<file path="config.mk">
export PLATFORM = sky130hd
export DESIGN_NAME = iterative_magnitude_comparator
export DESIGN_NICKNAME = d
export VERILOG_FILES = /design/src/rtl/comparator_pkg.sv /design/src/rtl/cmp_digit_slice.sv /design/src/rtl/iterative_magnitude_comparator.sv
export SDC_FILE = /design/constraint.sdc
export NUM_CORES = 1
export LEC_CHECK = 0
export CORE_AREA = 2 2 97 99
export CTS_CLUSTER_DIAMETER = 100
export CTS_CLUSTER_SIZE = 25
export DETAILED_ROUTE_END_ITERATION = 6
export DIE_AREA = 0 0 99 101
export GPL_TIMING_DRIVEN = 0
export SLEW_MARGIN = 20
export SYNTH_ARGS = -nofsm -noshare
export SYNTH_HDL_FRONTEND = slang
export SYNTH_SLANG_ARGS = --single-unit
</file>
<file path="constraint.sdc">
create_clock -name clk -period 5.28 [get_ports clk]
set_input_delay 1.056 -clock clk [delete_from_list [all_inputs] [get_ports clk]]
set_output_delay 1.056 -clock clk [all_outputs]
set_load 0.05 [all_outputs]
</file>
<file path="src/rtl/comparator_pkg.sv">
// Shared types for the iterative magnitude comparator: FSM state encoding,
// the gt/eq/lt cascade record and the seed value used at the start of a compare.
package comparator_pkg;

  typedef enum logic {
    IDLE = 1'b0,
    RUN  = 1'b1
  } cmp_state_t;

  typedef struct packed {
    logic gt;
    logic eq;
    logic lt;
  } cmp_result_t;

  // Cascade seed: "equal so far" before any digit has been looked at.
  localparam cmp_result_t CMP_RESET_RESULT = '{gt: 1'b0, eq: 1'b1, lt: 1'b0};

  // Value of the user-visible result before the first compare completes.
  localparam cmp_result_t CMP_CLEAR_RESULT = '{gt: 1'b0, eq: 1'b0, lt: 1'b0};

  // Digit index register width; a single-digit build still needs one bit.
  function automatic int cmp_idx_width(input int ndig);
    return (ndig > 1) ? $clog2(ndig) : 1;
  endfunction

endpackage

</file>
<file path="src/rtl/cmp_digit_slice.sv">
// One DIGIT-bit slice of the magnitude compare. The incoming cascade carries
// the verdict of all more-significant digits; once it is no longer "equal"
// it passes through untouched, so the first difference from the MSB wins.
module cmp_digit_slice
  import comparator_pkg::*;
#(
  parameter int DIGIT = 4
) (
  input  logic [DIGIT-1:0] a_dig,
  input  logic [DIGIT-1:0] b_dig,
  input  cmp_result_t      casc_in,
  output cmp_result_t      casc_out
);

  // Refine the cascade with this digit only while everything above was equal.
  always_comb begin
    casc_out = casc_in;
    if (casc_in.eq) begin
      if (a_dig > b_dig) begin
        casc_out = '{gt: 1'b1, eq: 1'b0, lt: 1'b0};
      end else if (a_dig < b_dig) begin
        casc_out = '{gt: 1'b0, eq: 1'b0, lt: 1'b1};
      end
    end
  end

endmodule

</file>
<file path="src/rtl/iterative_magnitude_comparator.sv">
// Multi-cycle WIDTH-bit magnitude comparator, one DIGIT-bit digit per cycle
// from the MSB down, with a start/busy/done handshake.
// Signed compares flip the sign bit of both latched operands so that
// two's-complement order becomes plain unsigned order.
// Optional feature: define CMP_EARLY_EXIT_EN to finish on the first
// differing digit instead of always walking all NDIG digits.
//
//   state | meaning
//   IDLE  | waiting for start; result registers hold the last verdict
//   RUN   | walking digits idx = NDIG-1 .. 0, cascade accumulating
module iterative_magnitude_comparator
  import comparator_pkg::*;
#(
  parameter int WIDTH = 32,
  parameter int DIGIT = 4
) (
  input  logic             clk,
  input  logic             rst_n,
  input  logic             start,
  input  logic             is_signed,
  input  logic [WIDTH-1:0] a,
  input  logic [WIDTH-1:0] b,
  output logic             busy,
  output logic             done,
  output logic             gt,
  output logic             eq,
  output logic             lt
);

  localparam int NDIG  = (DIGIT > 0) ? (WIDTH / DIGIT) : 1;
  localparam int IDX_W = cmp_idx_width(NDIG);
  localparam logic [IDX_W-1:0] IDX_LAST = IDX_W'(NDIG - 1);
  localparam logic [IDX_W-1:0] IDX_ONE  = IDX_W'(1);

`ifdef CMP_EARLY_EXIT_EN
  localparam bit EARLY_EXIT = 1'b1;
`else
  localparam bit EARLY_EXIT = 1'b0;
`endif

  generate
    if (DIGIT < 1 || DIGIT > WIDTH) begin : g_bad_digit
      $fatal(1, "iterative_magnitude_comparator: DIGIT=%0d out of range 1..WIDTH=%0d", DIGIT, WIDTH);
    end else if ((WIDTH % DIGIT) != 0) begin : g_bad_split
      $fatal(1, "iterative_magnitude_comparator: WIDTH=%0d not a multiple of DIGIT=%0d", WIDTH, DIGIT);
    end
  endgenerate

  cmp_state_t       state_q, state_d;
  logic [WIDTH-1:0] a_q, a_d, b_q, b_d;
  logic [WIDTH-1:0] a_in, b_in;
  logic [IDX_W-1:0] idx_q, idx_d;
  cmp_result_t      casc_q, casc_d;
  cmp_result_t      res_q, res_d;
  cmp_result_t      slice_res;
  logic             done_q, done_d;
  logic             finish;
  logic [DIGIT-1:0] a_dig, b_dig;

  // Map signed order onto unsigned order by inverting the sign bit of both operands.
  always_comb begin
    a_in = a;
    b_in = b;
    if (is_signed) begin
      a_in[WIDTH-1] = ~a[WIDTH-1];
      b_in[WIDTH-1] = ~b[WIDTH-1];
    end
  end

  // Digit select: a single shared slice is fed the digit addressed by idx_q.
  generate
    if (NDIG == 1) begin : g_one_digit
      assign a_dig = a_q;
      assign b_dig = b_q;
    end else begin : g_digit_mux
      logic [DIGIT-1:0] a_arr [NDIG];
      logic [DIGIT-1:0] b_arr [NDIG];
      for (genvar k = 0; k < NDIG; k++) begin : g_split
        assign a_arr[k] = a_q[k*DIGIT +: DIGIT];
        assign b_arr[k] = b_q[k*DIGIT +: DIGIT];
      end
      assign a_dig = a_arr[idx_q];
      assign b_dig = b_arr[idx_q];
    end
  endgenerate

  cmp_digit_slice #(
    .DIGIT (DIGIT)
  ) u_slice (
    .a_dig    (a_dig),
    .b_dig    (b_dig),
    .casc_in  (casc_q),
    .casc_out (slice_res)
  );

  // The run ends on the last digit, or on the first difference when early exit is built in.
  assign finish = (idx_q == '0) || (EARLY_EXIT && !slice_res.eq);

  // Next-state and datapath control; everything holds unless a transition says otherwise.
  always_comb begin
    state_d = state_q;
    a_d     = a_q;
    b_d     = b_q;
    idx_d   = idx_q;
    casc_d  = casc_q;
    res_d   = res_q;
    done_d  = 1'b0;
    unique case (state_q)
      IDLE: begin
        if (start) begin
          a_d     = a_in;
          b_d     = b_in;
          idx_d   = IDX_LAST;
          casc_d  = CMP_RESET_RESULT;
          state_d = RUN;
        end
      end
      RUN: begin
        casc_d = slice_res;
        if (finish) begin
          res_d   = slice_res;
          done_d  = 1'b1;
          idx_d   = '0;
          state_d = IDLE;
        end else begin
          idx_d = idx_q - IDX_ONE;
        end
      end
      default: begin
        state_d = IDLE;
      end
    endcase
  end

  // State, operand, index and result registers; reset aborts any compare in flight.
  always_ff @(posedge clk or negedge rst_n) begin
    if (!rst_n) begin
      state_q <= IDLE;
      a_q     <= '0;
      b_q     <= '0;
      idx_q   <= '0;
      casc_q  <= CMP_RESET_RESULT;
      res_q   <= CMP_CLEAR_RESULT;
      done_q  <= 1'b0;
    end else begin
      state_q <= state_d;
      a_q     <= a_d;
      b_q     <= b_d;
      idx_q   <= idx_d;
      casc_q  <= casc_d;
      res_q   <= res_d;
      done_q  <= done_d;
    end
  end

  assign busy = (state_q == RUN);
  assign done = done_q;
  assign gt   = res_q.gt;
  assign eq   = res_q.eq;
  assign lt   = res_q.lt;

endmodule

</file>
== Yosys cells after proc, flatten, opt, wreduce, memory -nomap -nowiden ==
Index checks and enable logic that the tools add are counted.

* Bitwise gates (word level): 4
* Equality and inequality tests: 1
* Multiply operators: 0
* Mux-type cells: 21
* Div/mod/pow operators: 0
* Shift-type cells: 0
* Add/subtract/negate cells: 1
* $lt $le $gt $ge: 3
* Reduce and logical (&&, ||, !) cells: 3

{| class="wikitable"
|+ Operators by type and width
! cell !! count
|-
| binary-select mux 4 bit (select 3 bit) || 2
|-
| 2-to-1 mux 3 bit || 6
|-
| 2-to-1 mux 4 bit || 4
|-
| one-hot mux 3 bit (2 select lines) || 2
|-
| 2-to-1 mux 1 bit || 6
|-
| >= comparator 4 bit (second input constant) || 1
|-
| > comparator 4 bit || 1
|-
| < comparator 4 bit || 1
|-
| inverter 3 -> 4 bit || 1
|-
| AND reduction 2 bit || 2
|-
| zero test 3 bit || 1
|-
| inverter 1 bit || 3
|-
| subtractor 3 x 1 -> 3 bit (second input constant) || 1
|-
| inequality test 2 bit (second input constant) || 1
|-
| one-hot mux 1 bit (2 select lines) || 1
|}

* Latch bits: 0
* Input bits: 68
* Logic and storage cells: 44
* Flip-flop bits (word level): 75
* Output and inout bits: 5
* Bits in writable memories: 0
* Memories: 0
* Bits in read-only memories: 0

== Depth between registers and ports, before layout ==
* Depth after elaboration: 9
* Mapped depth: 10
* Mapped depth without buffers: 8

== Cells and area by module ==
Synthesis repeated with hierarchy kept, for this count alone.

* Cells, all modules: 215
* Area total of the unflattened synthesis: 3,470.8 µm²

{| class="wikitable"
|+ Modules (own cells, without submodules)
! module !! cells each !! area an instance (µm²) !! times used !! seq. area each (µm²)
|-
| iterative_magnitude_comparator || 197 || 3,339.5 || 1 || 1,878.1
|-
| cmp_digit_slice || 18 || 131.4 || 1 || 0.0
|}

== Worst setup path before layout ==
Ideal clock, no wire load.

* Kind: register to register
* Start: register idx_q[0]
* End: register casc_q[2] (netlist bit)
* Clock period less this slack: 2.199 ns
* Setup time: 0.133 ns
* Stages on the path, launching flop included: 10
* Data required time: 5.147 ns
* Setup slack: 3.081 ns
* Buffers on the path: 1
* Arrival time: 2.066 ns
* Cell sequence: dfrtp_1 > buf_6 > mux4_1 > nand2_1 > nand2_1 > ha_1 > o21ai_0 > a21oi_1 > nor3b_1 > o31ai_1

* Longest elaborated chain between the ends: 9
* Elaborated cells on any way between the ends: 13
* Classes of those cells: order compare (2); mux (10); bitwise (1)

{| class="wikitable"
|+ Ends and longest elaborated chain
! element !! line !! text
|-
| start, declared || iterative_magnitude_comparator.sv:52 || <nowiki>logic [IDX_W-1:0] idx_q, idx_d;</nowiki>
|-
| start signal, assigned || iterative_magnitude_comparator.sv:149 || <nowiki>idx_q <= idx_d;</nowiki>
|-
| inverter 3 -> 4 bit (implied by the code) * || iterative_magnitude_comparator.sv:82, iterative_magnitude_comparator.sv:83 ||
|-
| binary-select mux 4 bit (select 3 bit) (on tied branches) || iterative_magnitude_comparator.sv:82, iterative_magnitude_comparator.sv:83 ||
|-
| 2-to-1 mux 4 bit (on tied branches) (2 in series) || iterative_magnitude_comparator.sv:82, iterative_magnitude_comparator.sv:83 ||
|-
| < comparator 4 bit || cmp_digit_slice.sv:21 || <nowiki>end else if (a_dig < b_dig) begin</nowiki>
|-
| 2-to-1 mux 3 bit || cmp_digit_slice.sv:21 ||
|-
| 2-to-1 mux 3 bit * || cmp_digit_slice.sv:19 || <nowiki>if (a_dig > b_dig) begin</nowiki>
|-
| 2-to-1 mux 3 bit * || cmp_digit_slice.sv:18 || <nowiki>if (casc_in.eq) begin</nowiki>
|-
| one-hot mux 3 bit (2 select lines) * || iterative_magnitude_comparator.sv:108 || <nowiki>unique case (state_q)</nowiki>
|-
| end signal, assigned || iterative_magnitude_comparator.sv:150 || <nowiki>casc_q <= casc_d;</nowiki>
|-
| end, declared || iterative_magnitude_comparator.sv:53 || <nowiki>cmp_result_t casc_q, casc_d;</nowiki>
|}

Mark *: on every way between the ends. The rest lies on a longest branch, timed or not. The select of a mux whose other input is x is not followed.
A chain may end at the register's enable or synchronous reset.

== Worst setup path after layout ==
* Start: register state_q (netlist: busy)
* End: output port busy

{| class="wikitable"
|+ RTL lines
! element !! line !! text
|-
| start, declared || iterative_magnitude_comparator.sv:49 || <nowiki>cmp_state_t state_q, state_d;</nowiki>
|-
| start signal, assigned || iterative_magnitude_comparator.sv:146 || <nowiki>state_q <= state_d;</nowiki>
|-
| end, declared || iterative_magnitude_comparator.sv:23 || <nowiki>output logic busy,</nowiki>
|}

No word-level cell between the ends.

==> impl_metrics.py <==
metrics = {
    "run_status": {
        "status": "finished clean",
    },
    "grt": {
        "grt_max_degree": 39,
        "grt_pass1_wl_mm": 13.63,
        "antenna_found_initial": 0,
        "grt_overflow": 0,
        "grt_pass1_vias": 2815,
        "grt_use_total": 0.1784,
    },
    "worst_setup_path": {
        "cp.required_ns": 4.22,
        "slowest_delay_ns": 0.83,
        "crit_fanout": 5,
        "crit_slowest_cell": "clkdlybuf4s50_1",
        "path_cells": "clkdlybuf4s50_1",
        "critPathBufInv": 1,
        "cpLargestDelayFamily": "buffers and inverters",
        "endpoint_kind": "output port",
        "critPathLaunchType": "register",
        "crit_type": "reg2out",
        "worstPathArrival_ns": 1.60,
    },
    "clocking": {
        "cts_tree": "yes",
        "path_clk_slew_ns": 0.07,
        "clk_latency_ns": 0.35,
        "ctsResizeCount": 0,
        "cts_buffers": 9,
        "clock-sinks": 75,
        "clk_path_buf_depth": 2,
        "cts_root_buf": "clkbuf_8",
        "cts.htree.levels": 3,
        "post_cts_buffers": 0,
        "cts_hold_buf": 0,
    },
    "sta": {
        "finalHoldViolCount": 0,
        "fin_hold_ws_ns": 0.4671,
        "tightest_slew_ns": 0.4939,
        "setup_viol_count_final": 0,
        "drv_slew": 0,
        "skew_ns": 0.008371,
        "fmaxAchievable_ghz": 0.3758,
        "min_period_over_period": 0.5039,
        "fin_crit_ns": 2.661,
        "tns_ns": 0,
        "rsz0062_at_grt": "no",
        "maxSlewHeadroom": 0.6697,
    },
    "route": {
        "vias": 2698,
        "route.detailed.drc": 0,
        "wl_mm": 8.075,
        "ant_nets": 0,
        "post_drt_wl_per_cell_um": 14.29,
        "initialDrtViolationCount": 126,
        "vias_per_cell": 4.775,
        "dr.pass1.iters": 4,
    },
    "logic_synthesis": {
        "ys_ff_latch": 75,
        "ys.warnings.count": 0,
        "synthesis.nets": 439,
        "synth_cell_types": 28,
        "synthTopCellsByCount": "205 x nand2_1, 74 x dfrtp_1, 13 x buf_2",
        "synth.top_cell.area_share": 0.5324,
        "seq_area_frac_synth": 0.5399,
        "synth.area.top_cells": "dfrtp_1 53%, nand2_1 22%, mux4_1 6.0%, mux4_2 5.2%, ha_1 2.2%",
        "netlist_area_um2": 3478,
        "syn_avg_cell_area_um2": 9.530,
        "synth-edff-count": 0,
        "yosysMostFrequentCell": "nand2_1",
        "yosys.area.top_type": "dfrtp_1",
        "synthFlopType": "dfrtp_1",
        "syn_inst": 365,
        "async_reset_ff_frac": 1.000,
    },
    "floorplanning": {
        "pin_count": 73,
        "core_area_um2": 8977,
        "start_util": 0.3875,
        "die_width_um": 99,
        "row_count": 35,
        "dieHeight_um": 101,
        "die-area_um2": 9999,
    },
    "power_and_ir_drop": {
        "p_per_area_nw_per_um2": 557.1,
        "vdd_drop_max_mv": 0.1992,
        "leakagePower_uw": 0.002267,
    },
    "final_layout": {
        "seq_area_um2": 1878,
        "fin_nets": 523,
        "antenna_cells": 0,
        "area_growth_pct": 30.61,
        "drive_above_1_share": 0.08590,
        "multi_input_area_um2": 1483,
        "fillers": 874,
    },
    "flow_run": {
        "drv_cap": 0,
    },
    "placement": {
        "gp_congestion": 0.8568,
        "hpwl_mm": 5.915,
        "port-buffer-count": 72,
    },
    "worst_hold_path": {
        "hp-class": "reg2reg",
    },
}
[through the flow]
stage / worst slack (ns) / area [um2] / utilization / instances / total power (uW)
floorplan: 3.081 / 3478 / - / 365 / 1781
global placement: 0.5325 / 4338 / 0.4832 / 548 / 2091
detailed placement: 2.651 / 4355 / 0.4852 / 549 / 2127
CTS: 2.615 / 4543 / 0.5061 / 565 / 2566
global route: 2.427 / 4543 / 0.5061 / 565 / 2759
finish: 2.619 / 4543 / 0.5061 / 565 / 2531
[flip-flops by register name, indices dropped and copies added (netlist names), 3 cells and up]
register  count
b_q          32
idx_q         3
casc_q        3
a_q          32
[power by group]
part           switching [uW]  total, uW  internal (uW)
Clock                     199        430            232
Combinational             607       1120            515
Sequential                139        979            840
Total                     944       2530           1590
[final cells by class]
cell class / instances / share of cell area
plain buffers: 19 / 0.02258
clock buffers: 14 / 0.03360
clock inverters: 2 / 0.007711
inverters: 4 / 0.003305
multi-input cells: 267 / 0.3264
flip-flops and latches: 75 / 0.4134
well taps: 111 / 0.03057
repair buffers: 73 / 0.1625
[layer usage]
layer  wire length [um]  share of wire  up-vias  track usage
met5                  0              0        -            0
met3                375          0.046        7      0.04854
li1                   -              -     1348            -
met2               3925           0.49       62       0.2864
met4                 98          0.012        0      0.05374
met1               3675           0.46     1281       0.2381
[placed cells by master, fill, tap and decap left out, types with 2 or more instances in the layout]
cell / instances
mux4_1: 8
clkbuf_1: 8
nand3_1: 3
buf_6: 2
xnor2_1: 2
clkdlybuf4s50_1: 71
inv_1: 3
nand2_1: 205
mux4_2: 8
nand2b_1: 2
clkbuf_8: 10
buf_2: 13
o31ai_1: 2
nor2_1: 8
mux2i_1: 4
o21ai_0: 4
ha_1: 6
a21oi_1: 6
dfrtp_1: 74
[cell families (layout without fill, tap and decap cells)]
family | count (synthesis) | count (layout) | synth area share
AOI/OAI and AO/OA | 17 | 17 | 0.03058
xor gates and xnor gates | 2 | 2 | 0.005037
adders and majority gates | 6 | 6 | 0.02158
buffers and inverters | 23 | 112 | 0.03381
DFF | 75 | 75 | 0.5399
muxes | 20 | 20 | 0.1237
and+or+nand+nor | 222 | 222 | 0.2453
[final timing paths]
kind / from / to / slack (ns) / depth (start not counted)
max: busy / busy / 2.62 / 1
min: a_q[21] / a_q[21] / 0.47 / 2
max reg2reg: idx_q[1] / casc_q[2] / 2.72 / 9
min reg2reg: a_q[21] / a_q[21] / 0.47 / 2
max in group asynchronous: rst_n / casc_q[1] / 3.98 / 2
min in group asynchronous: rst_n / b_q[22] / 0.67 / 1
Note: power is estimated with default switching activity, not from simulation.
